### src/rtl/tortoise_pkg.sv
// -----------------------------------------------------------------------------
// tortoise_pkg
// Shared core types and defaults used by the decoder, the issue queue and the
// ScoreBoard.
//   scoreboard_entry_t  : one decoded instruction, with a per-slot valid bit
//   INSTR_PER_FETCH     : instructions per decoded group
//   DEFAULT_ISSUE_WIDTH : default number of issue lanes
//   DEFAULT_DEPTH       : default issue queue capacity
// -----------------------------------------------------------------------------
package tortoise_pkg;

    localparam int unsigned INSTR_PER_FETCH     = 2;
    localparam int unsigned DEFAULT_ISSUE_WIDTH = 2;
    localparam int unsigned DEFAULT_DEPTH       = 8;

    typedef struct packed {
        logic        valid;
        logic [31:0] pc;
        logic [7:0]  op;
    } scoreboard_entry_t;

endpackage

### src/rtl/issue_queue_if.sv
// -----------------------------------------------------------------------------
// issue_queue_if
// Bundles the decoder-side load handshake and the ScoreBoard-side issue lanes
// of the issue queue.
//   instr_valid_i / instr_i / instr_load_o : decoded group offer and accept
//   issue_valid_o / issue_instr_o          : in-order issue lanes
//   issue_ack_i                            : lanes consumed this cycle
//   count_o                                : queue occupancy
// modport slave  : the issue queue
// modport master : the decoder/ScoreBoard side driving it
// -----------------------------------------------------------------------------
interface issue_queue_if #(
    parameter int unsigned NR_ENTRIES  = tortoise_pkg::INSTR_PER_FETCH,
    parameter int unsigned ISSUE_WIDTH = tortoise_pkg::DEFAULT_ISSUE_WIDTH,
    parameter int unsigned DEPTH       = tortoise_pkg::DEFAULT_DEPTH
);
    import tortoise_pkg::*;

    logic                                instr_valid_i;
    logic                                instr_load_o;
    scoreboard_entry_t [NR_ENTRIES-1:0]  instr_i;
    logic [ISSUE_WIDTH-1:0]              issue_valid_o;
    scoreboard_entry_t [ISSUE_WIDTH-1:0] issue_instr_o;
    logic [ISSUE_WIDTH-1:0]              issue_ack_i;
    logic [$clog2(DEPTH+1)-1:0]          count_o;

    modport slave (
        input  instr_valid_i, instr_i, issue_ack_i,
        output instr_load_o, issue_valid_o, issue_instr_o, count_o
    );

    modport master (
        output instr_valid_i, instr_i, issue_ack_i,
        input  instr_load_o, issue_valid_o, issue_instr_o, count_o
    );

endinterface

### src/rtl/issue_compact.sv
// -----------------------------------------------------------------------------
// issue_compact
// Combinational left-packer: moves the valid slots of a decoded group to the
// low positions, keeping slot order, and reports how many there are.
//   i_instr  : NR_ENTRIES slots, slot 0 oldest, per-slot .valid
//   o_packed : valid slots packed from position 0 upwards, rest zero
//   o_count  : number of valid slots
// -----------------------------------------------------------------------------
module issue_compact import tortoise_pkg::*; #(
    parameter int unsigned NR_ENTRIES = INSTR_PER_FETCH
) (
    input  scoreboard_entry_t [NR_ENTRIES-1:0] i_instr,
    output scoreboard_entry_t [NR_ENTRIES-1:0] o_packed,
    output logic [$clog2(NR_ENTRIES+1)-1:0]    o_count
);
    localparam int unsigned NW = $clog2(NR_ENTRIES + 1);

    logic [NR_ENTRIES-1:0] w_valid;
    // w_prefix[s] = number of valid slots older than s = destination of slot s
    logic [NW-1:0]         w_prefix [NR_ENTRIES];

    for (genvar gi = 0; gi < NR_ENTRIES; gi++) begin : g_slot
        localparam logic [NR_ENTRIES-1:0] OLDER_MASK = NR_ENTRIES'((1 << gi) - 1);
        assign w_valid[gi]  = i_instr[gi].valid;
        assign w_prefix[gi] = NW'($countones(w_valid & OLDER_MASK));
    end

    assign o_count = NW'($countones(w_valid));

    always_comb begin
        o_packed = '0;
        for (int p = 0; p < NR_ENTRIES; p++) begin
            for (int s = p; s < NR_ENTRIES; s++) begin
                if (w_valid[s] && (w_prefix[s] == NW'(p))) begin
                    o_packed[p] = i_instr[s];
                end
            end
        end
    end

endmodule

### src/rtl/issue_queue.sv
// -----------------------------------------------------------------------------
// issue_queue
// Circular queue between decoder and ScoreBoard. Decoded groups are compacted
// on entry (invalid slots dropped); the oldest ISSUE_WIDTH instructions are
// presented in order on the issue lanes and retired by in-order acks.
//   clk_i        : clock
//   rst_i        : synchronous active-high reset
//   flush_i      : discard all buffered instructions
//   debug_mode_i : freeze the queue (no load, no issue)
//   bus          : issue_queue_if.slave (load handshake, issue lanes, count)
// -----------------------------------------------------------------------------
module issue_queue import tortoise_pkg::*; #(
    parameter int unsigned NR_ENTRIES  = INSTR_PER_FETCH,
    parameter int unsigned ISSUE_WIDTH = DEFAULT_ISSUE_WIDTH,
    parameter int unsigned DEPTH       = DEFAULT_DEPTH
) (
    input  logic         clk_i,
    input  logic         rst_i,
    input  logic         flush_i,
    input  logic         debug_mode_i,
    issue_queue_if.slave bus
);
    localparam int unsigned PW = $clog2(DEPTH);
    localparam int unsigned CW = $clog2(DEPTH + 1);
    localparam int unsigned NW = $clog2(NR_ENTRIES + 1);
    localparam int unsigned IW = $clog2(ISSUE_WIDTH + 1);

    if (((DEPTH & (DEPTH - 1)) != 0) || (DEPTH < NR_ENTRIES) || (DEPTH < ISSUE_WIDTH)) begin : g_bad_params
        $error("issue_queue: DEPTH must be a power of two and >= NR_ENTRIES and >= ISSUE_WIDTH");
    end

    scoreboard_entry_t                  r_mem [DEPTH];
    logic [PW-1:0]                      r_head;
    logic [PW-1:0]                      r_tail;
    logic [CW-1:0]                      r_count;

    scoreboard_entry_t [NR_ENTRIES-1:0] w_packed;
    logic [NW-1:0]                      w_n_valid;
    logic [NW-1:0]                      w_n_loaded;
    logic [CW-1:0]                      w_free;
    logic                               w_load;
    logic [ISSUE_WIDTH-1:0]             w_issue_valid;
    logic [ISSUE_WIDTH-1:0]             w_acked;
    logic [ISSUE_WIDTH-1:0]             w_pop_mask;
    logic [IW-1:0]                      w_pop_n;
    logic [CW:0]                        w_count_sum;
    logic [CW-1:0]                      w_count_next;

    issue_compact #(.NR_ENTRIES(NR_ENTRIES)) u_compact (
        .i_instr  (bus.instr_i),
        .o_packed (w_packed),
        .o_count  (w_n_valid)
    );

    // Room is judged on the registered count only: a pop in the same cycle
    // does not open space for the incoming group. This also guarantees the
    // write region never overlaps the entries being popped.
    assign w_free     = CW'(DEPTH) - r_count;
    assign w_load     = bus.instr_valid_i & ~rst_i & ~flush_i & ~debug_mode_i
                      & (w_free >= CW'(NR_ENTRIES));
    assign w_n_loaded = w_load ? w_n_valid : '0;

    assign bus.instr_load_o = w_load;
    assign bus.count_o      = r_count;

    // Zero-latency lanes: lane k is a direct view of entry head+k.
    for (genvar gi = 0; gi < ISSUE_WIDTH; gi++) begin : g_lane
        logic [PW-1:0] w_idx;
        assign w_idx             = r_head + PW'(gi);
        assign w_issue_valid[gi] = (CW'(gi) < r_count) & ~debug_mode_i;
        assign bus.issue_instr_o[gi] = w_issue_valid[gi] ? r_mem[w_idx] : '0;
    end

    assign bus.issue_valid_o = w_issue_valid;
    assign w_acked           = bus.issue_ack_i & w_issue_valid;

    // Only the leading run of acked lanes retires; anything after a gap stays.
    always_comb begin
        logic run;
        run        = 1'b1;
        w_pop_mask = '0;
        w_pop_n    = '0;
        for (int k = 0; k < ISSUE_WIDTH; k++) begin
            run           = run & w_acked[k];
            w_pop_mask[k] = run;
            w_pop_n       = w_pop_n + IW'(run);
        end
    end

    assign w_count_sum  = {1'b0, r_count} + (CW+1)'(w_n_loaded);
    assign w_count_next = CW'(w_count_sum - (CW+1)'(w_pop_n));

    always_ff @(posedge clk_i) begin
        if (rst_i || flush_i) begin
            r_head  <= '0;
            r_tail  <= '0;
            r_count <= '0;
            for (int e = 0; e < DEPTH; e++) begin
                r_mem[e] <= '0;
            end
        end else if (!debug_mode_i) begin
            for (int k = 0; k < ISSUE_WIDTH; k++) begin
                if (w_pop_mask[k]) begin
                    r_mem[r_head + PW'(k)] <= '0;
                end
            end
            for (int s = 0; s < NR_ENTRIES; s++) begin
                if (NW'(s) < w_n_loaded) begin
                    r_mem[r_tail + PW'(s)] <= w_packed[s];
                end
            end
            r_head  <= r_head + PW'(w_pop_n);
            r_tail  <= r_tail + PW'(w_n_loaded);
            r_count <= w_count_next;
        end
    end

    // Out-of-order ack: the later lanes are ignored, reported as a warning.
    a_ack_in_order: assert property (@(posedge clk_i) disable iff (rst_i)
        (w_acked & ~w_pop_mask) == '0)
        else $warning("issue_queue: ack after an unacknowledged lane ignored");

    a_no_overflow: assert property (@(posedge clk_i) disable iff (rst_i || flush_i || debug_mode_i)
        w_count_sum <= (CW+1)'(DEPTH));

    a_no_underflow: assert property (@(posedge clk_i) disable iff (rst_i || flush_i || debug_mode_i)
        w_count_sum >= (CW+1)'(w_pop_n));

endmodule

### src/flat_wrapper.sv
// flat-port wrapper written by rule: the top's interface ports become plain ports
module issue_queue_flat import tortoise_pkg::*;
#(
    parameter int unsigned NR_ENTRIES  = INSTR_PER_FETCH,
    parameter int unsigned ISSUE_WIDTH = DEFAULT_ISSUE_WIDTH,
    parameter int unsigned DEPTH       = DEFAULT_DEPTH
)
  (clk_i, rst_i, flush_i, debug_mode_i, bus_instr_valid_i, bus_instr_i, bus_issue_ack_i, bus_instr_load_o, bus_issue_valid_o, bus_issue_instr_o, bus_count_o);
  issue_queue_if #(.NR_ENTRIES(NR_ENTRIES), .ISSUE_WIDTH(ISSUE_WIDTH), .DEPTH(DEPTH)) bus_i ();
  input  logic clk_i;
  input  logic rst_i;
  input  logic flush_i;
  input  logic debug_mode_i;
  input wire logic [$bits(bus_i.instr_valid_i)-1:0] bus_instr_valid_i;
  input wire logic [$bits(bus_i.instr_i)-1:0] bus_instr_i;
  input wire logic [$bits(bus_i.issue_ack_i)-1:0] bus_issue_ack_i;
  output wire logic [$bits(bus_i.instr_load_o)-1:0] bus_instr_load_o;
  output wire logic [$bits(bus_i.issue_valid_o)-1:0] bus_issue_valid_o;
  output wire logic [$bits(bus_i.issue_instr_o)-1:0] bus_issue_instr_o;
  output wire logic [$bits(bus_i.count_o)-1:0] bus_count_o;
  assign bus_i.instr_valid_i = bus_instr_valid_i;
  assign bus_i.instr_i = bus_instr_i;
  assign bus_i.issue_ack_i = bus_issue_ack_i;
  assign bus_instr_load_o = bus_i.instr_load_o;
  assign bus_issue_valid_o = bus_i.issue_valid_o;
  assign bus_issue_instr_o = bus_i.issue_instr_o;
  assign bus_count_o = bus_i.count_o;
  issue_queue #(.NR_ENTRIES(NR_ENTRIES), .ISSUE_WIDTH(ISSUE_WIDTH), .DEPTH(DEPTH)) u_core (.clk_i(clk_i), .rst_i(rst_i), .flush_i(flush_i), .debug_mode_i(debug_mode_i), .bus(bus_i));
endmodule
### config.mk
export PLATFORM = sky130hd
export DESIGN_NAME = issue_queue_flat
export DESIGN_NICKNAME = d
export VERILOG_FILES = /design/src/rtl/tortoise_pkg.sv /design/src/rtl/issue_queue_if.sv /design/src/rtl/issue_compact.sv /design/src/rtl/issue_queue.sv /design/src/flat_wrapper.sv
export SDC_FILE = /design/constraint.sdc
export NUM_CORES = 1
export LEC_CHECK = 0
export BUFFER_PORTS_ARGS = -buffer_cell sky130_fd_sc_hd__buf_2
export CAP_MARGIN = 20
export CELL_PAD_IN_SITES_DETAIL_PLACEMENT = 1
export CELL_PAD_IN_SITES_GLOBAL_PLACEMENT = 1
export CORE_UTILIZATION = 50
export DETAILED_ROUTE_END_ITERATION = 12
export PLACE_DENSITY = 0.93
export SLEW_MARGIN = 40
export SYNTH_ARGS = -nofsm -noshare
export SYNTH_HDL_FRONTEND = slang
export SYNTH_SLANG_ARGS = --single-unit
### constraint.sdc
create_clock -name clk_i -period 5.15 [get_ports clk_i]
set_clock_uncertainty 0.15 [all_clocks]
set_input_delay 1.03 -clock clk_i [delete_from_list [all_inputs] [get_ports clk_i]]
set_output_delay 1.03 -clock clk_i [all_outputs]
set_load 0.02 [all_outputs]
# ---- After elaboration in Yosys (flattened, before gate mapping)
# Memory sizes are Yosys's and may differ from the RTL's. A register that Yosys moved wholly into a read port is not among the register bits.
# Index checks and enable logic that the tools add are counted.
# W data, S select, Z words.
dict set report classes {
  n_mux 38
  n_reduce_logical 8
  add_sub_neg 9
  magnitude_cmp 5
  bitwise_logic 11
}
# operator count
set ops {}
lappend ops {{$mux W41} 9}
lappend ops {{$reduce_or A41 Y1} 4}
lappend ops {{$mux W1} 22}
lappend ops {{$mux W3} 6}
lappend ops {{$lt A1 B4 Y1 const A} 2}
lappend ops {{$and A1 B1 Y1} 7}
lappend ops {{$add A3 B1 Y3 const B} 2}
lappend ops {{$add A3 B2 Y3} 2}
lappend ops {{$add A1 B1 Y2} 2}
lappend ops {{$add A4 B2 Y4} 1}
lappend ops {{$ge A4 B2 Y1 const B} 1}
lappend ops {{$lt A1 B2 Y1 const A} 2}
lappend ops {{$sub A4 B2 Y4} 1}
lappend ops {{$sub A4 B4 Y4 const A} 1}
lappend ops {{$not A1 Y1} 3}
lappend ops {{$and A2 B2 Y2} 1}
lappend ops {{$logic_and A1 B1 Y1} 2}
lappend ops {{$logic_not A2 Y1} 1}
lappend ops {{$mux W2} 1}
lappend ops {{$logic_or A1 B1 Y1} 1}
dict set report totals {
  register_bits 10
  inputBits 89
  mem_count 1
  word_cells 75
  mem_bits_rw 328
}
# name words word_bits read_ports rd_ports_with_merged_regs write_ports line_no
set mem_list {}
lappend mem_list {u_core.r_mem 8 41 2 1 8 issue_queue.sv:32} ;# scoreboard_entry_t r_mem [DEPTH];

# ---- Depth between registers and ports, before layout
dict set report depth {
  ltp_word 13
  depth_mapped 16
  ltp_nobuf 15
}

# ---- Cells and area by module
# A second synthesis with hierarchy kept.
dict set report unflattened {
  hier_cells 1616
  hier_area_um2 20623.5
}
# module cells_per_inst n_inst area_per_inst_um2 seq_area_each_um2
set by_module_without_submodules {}
lappend by_module_without_submodules {issue_queue 1512 1 19864.1 10109.7}
lappend by_module_without_submodules {issue_compact 104 1 759.5 0.0}

# ---- Worst setup path after synthesis
# OpenSTA, ideal clock, no wires.
dict set report synth_timing {
  kind {input to register}
  startpoint {in bus_instr_i[40]}
  endpoint {mem u_core.r_mem[1][0] in the netlist's numbering (enable)}
  path_buffers 1
  cell_stages 7
  arrival_ps 3257
  setup_time_ps 730
  slack_ps 1013
  cell_sequence {inv_1 > ha_1 > o21ai_0 > nor3_1 > nand2_2 > buf_2 > nand4_1}
}
# element line_no
set synth_lines {}
lappend synth_lines {{start, declared} flat_wrapper.sv:15} ;# input wire logic [$bits(bus_i.instr_i)-1:0] bus_instr_i;
lappend synth_lines {{end, declared} issue_queue.sv:32}

# ---- Worst setup path after layout
dict set report layout_timing {
  startpoint {reg u_core.r_head[1]}
  endpoint {out bus_issue_instr_o[45]}
}
dict set report layout_between {
  elab_chain_len 3
}
# element line_no
set layout_lines {}
lappend layout_lines {{start, declared} issue_queue.sv:33} ;# logic [PW-1:0] r_head;
lappend layout_lines {{start signal, assigned} issue_queue.sv:112} ;# r_head <= r_head + PW'(w_pop_n);
lappend layout_lines {{$add A3 B1 Y3} issue_queue.sv:69} ;# assign w_idx = r_head + PW'(gi);
lappend layout_lines {{$mem_v2 Z8 W41} n/a}
lappend layout_lines {{$mux W41} issue_queue.sv:71} ;# assign bus.issue_instr_o[gi] = w_issue_valid[gi] ? r_mem[w_idx] : '0;
lappend layout_lines {{end, declared} flat_wrapper.sv:19} ;# output wire logic [$bits(bus_i.issue_instr_o)-1:0] bus_issue_instr_o;
# No other way between the ends.

==> impl_metrics.env <==
export IMPL_outcome="finished clean"
export IMPL_critPathArrivalTime_ns=3.77
export IMPL_grt_max_degree=74
export IMPL_start_util_pct=51.0
export IMPL_syn_area_um2=19300
export IMPL_grt_overflow_total=0
export IMPL_first_pass_iters=6
export IMPL_cts_sinks=341
export IMPL_fp_dieArea_um2=39400
export IMPL_drc=0
export IMPL_cellPowerDensity_nw_per_um2=297
export IMPL_ys_seq_area_share_pct=52.4
export IMPL_ys_ff_latch=341
export IMPL_viasPerCell=7.85
export IMPL_drtIter0Drc=2335
export IMPL_cts_tree="built"
export IMPL_die_h_um=198
export IMPL_synth_edf_count=328
export IMPL_layout_drive_gt1_share_pct=28.3
export IMPL_ys_warn_count=0
export IMPL_async_reset_ff_share_pct=0
export IMPL_whs_path_depth=2
export IMPL_numCtsBuffers=38
export IMPL_port_buffers=177
export IMPL_mostFrequentLayoutCells="o22ai_1 (331), edfxtp_1 (328), buf_2 (178)"
export IMPL_min_delay_path_class="reg2reg"
export IMPL_slew_limit_headroom_pct=34.2
export IMPL_post_cts_resized=0
export IMPL_root_buffer="clkbuf_16"
export IMPL_reg2reg_slack_ns=1.20
export IMPL_tns_ns=0
export IMPL_grt_pass1_wl_um=115000
export IMPL_h_tree_depth=2
export IMPL_setup_viol=0
export IMPL_avgSynthCellArea_um2=12.9
export IMPL_drv_slew=0
export IMPL_r2r_cells=7
export IMPL_hp_start="u_core.bus.count_o[3]"
export IMPL_multi_input_area_um2=8470
export IMPL_cap_violations=0
export IMPL_io_pins=178
export IMPL_final_common_cell="o22ai_1"
export IMPL_utilization_pct=58.0
export IMPL_cp_max_fo=37
export IMPL_ctsHoldBuffers=0
export IMPL_timing_fmax_mhz=202
export IMPL_num_antenna_cells=0
export IMPL_post_cts_setup_buffer_count=0
export IMPL_rows=71
export IMPL_worstSetupStartpointType="flip-flop"
export IMPL_cp_required_ns=3.97
export IMPL_fin_nets=1716
export IMPL_cts_buffer_depth=3
export IMPL_area_delta_synth_final_pct=13.8
export IMPL_setup_worst_path_end_class="output pin"
export IMPL_final_antenna_net_count=0
export IMPL_grtUsageTotal_pct=40.7
export IMPL_crit_type="reg2out"
export IMPL_irDropWorstVdd_uv=225
export IMPL_wl_per_cell_um=37.2
export IMPL_syn_num_nets=1601
export IMPL_synth_distinct_cells=56
export IMPL_dieWidth_um=198
export IMPL_num_vias=16800
export IMPL_syn_inst=1493
export IMPL_min_to="u_core.bus.count_o[3]"
export IMPL_period_share_pct=96.1
export IMPL_rr_endpoint="u_core.r_mem[2][21]"
export IMPL_r2r_start="u_core.r_head[0]"
export IMPL_seq_area_um2=10100
export IMPL_tightest_slew_ns=0.983
export IMPL_clk_latency_ns=0.56
export IMPL_holdWs_ns=0.395
export IMPL_dp_final_hpwl_um=46400
export IMPL_wirelength_um=79800
export IMPL_grt_pass1_vias=17900
export IMPL_fillers=3780
export IMPL_p_leak_nw=7.48
export IMPL_final_hold_violation_count=0
export IMPL_clk_pin_slew_ns=0.06
export IMPL_gp_congestion=0.894
export IMPL_grt_setup_unrepaired="false"
export IMPL_period_needed_ns=4.95
export IMPL_synth_ff_type="edfxtp_1"
export IMPL_core_area_um2=37800
export IMPL_antenna_found_initial=1
## worst max-delay path, stage by stage (launching register included)
cell	delay (ns)
dfxtp_1	0.40
ha_4	0.66
clkinv_1	0.37
nor2_1	0.65
a211oi_1	0.18
a311oi_1	0.66
buf_2	0.29
## final cells by class
type	instances	share of cell area, %
clock buffers	46	4.57
inverters	21	0.359
multi-input cells	975	38.6
well taps	511	2.91
clock inverters	22	0.918
flip-flops and latches	341	46.1
repair buffers	231	6.48
## worst max path at each step
stage,depth (start not counted),start,to,slack (ns)
after floorplan,7,bus_instr_i[40],u_core.r_mem[1][0],1.01
after global placement,6,debug_mode_i,bus_issue_instr_o[49],0.82
after detailed placement,6,debug_mode_i,bus_issue_instr_o[42],0.86
after CTS,6,u_core.r_head[1],bus_issue_instr_o[45],0.39
after global routing,6,u_core.r_head[1],bus_issue_instr_o[45],0.15
final,6,u_core.r_head[1],bus_issue_instr_o[45],0.20
## cells by family (layout without fill, tap and decap cells)
logic type / Yosys count / in the layout / share of synthesized area (%)
buf+inv: 177 / 320 / 4.33
mux: 203 / 203 / 19.0
xor+xnor: 7 / 7 / 0.318
flops: 341 / 341 / 52.4
compound gates: 505 / 505 / 16.9
simple gates: 241 / 241 / 5.64
fa+ha+maj: 19 / 19 / 1.39
## power by group
group / total, mW / internal [mW] / leakage (nW) / switching (mW)
clock: 2.75 / 1.58 / 0.585 / 1.16
combinational: 0.547 / 0.185 / 3.13 / 0.362
sequential: 3.23 / 3.15 / 3.77 / 0.0814
## per-layer routing
layer	GRT usage, %	vias to the layer above	part of all wire, %
met5	0	-	0.016
met4	29.8	2	7.6
met3	11.5	494	13
met2	65.1	1639	47
met1	47.0	8261	32
li1	-	6453	-
## per-stage QoR
step,instance area [um^2],total power [mW],setup slack (ns),instances
after floorplan,19300,3.55,1.01,1493
after global placement,20700,3.75,0.824,2073
after detailed placement,20700,3.80,0.865,2075
after CTS,21900,6.48,0.394,2143
after global routing,21900,6.61,0.148,2147
final,21900,6.53,0.200,2147
## synth_stat cells, types with 4 or more instances
cell,instances,area [um^2]
a22o_1,25,219
buf_6,13,146
edfxtp_1,328,9850
mux2_2,7,78.8
nor3_1,10,50.1
nand3_1,38,190
o22ai_1,331,2070
clkbuf_1,59,221
a31oi_1,18,113
fa_1,4,80.1
dfxtp_1,13,260
buf_1,28,105
nand2_1,84,315
xor2_1,5,43.8
a21oi_1,32,160
buf_2,55,275
a311oi_1,5,43.8
a211oi_1,5,37.5
a22oi_1,43,323
and3_1,7,43.8
mux2i_1,66,661
o21ai_0,27,135
mux4_2,130,2930
inv_1,19,71.3
nand2_2,6,37.5
nor2_1,78,293
ha_1,15,188
## sequential cells by signal (all words and copies together), names as in the netlist, named ones only
| name | cells |
|---|---|
| u_core.r_head | 3 |
| u_core.r_mem | 328 |
| u_core.bus.count_o | 4 |
| u_core.r_tail | 3 |
Power figures use the tool's default switching activity.
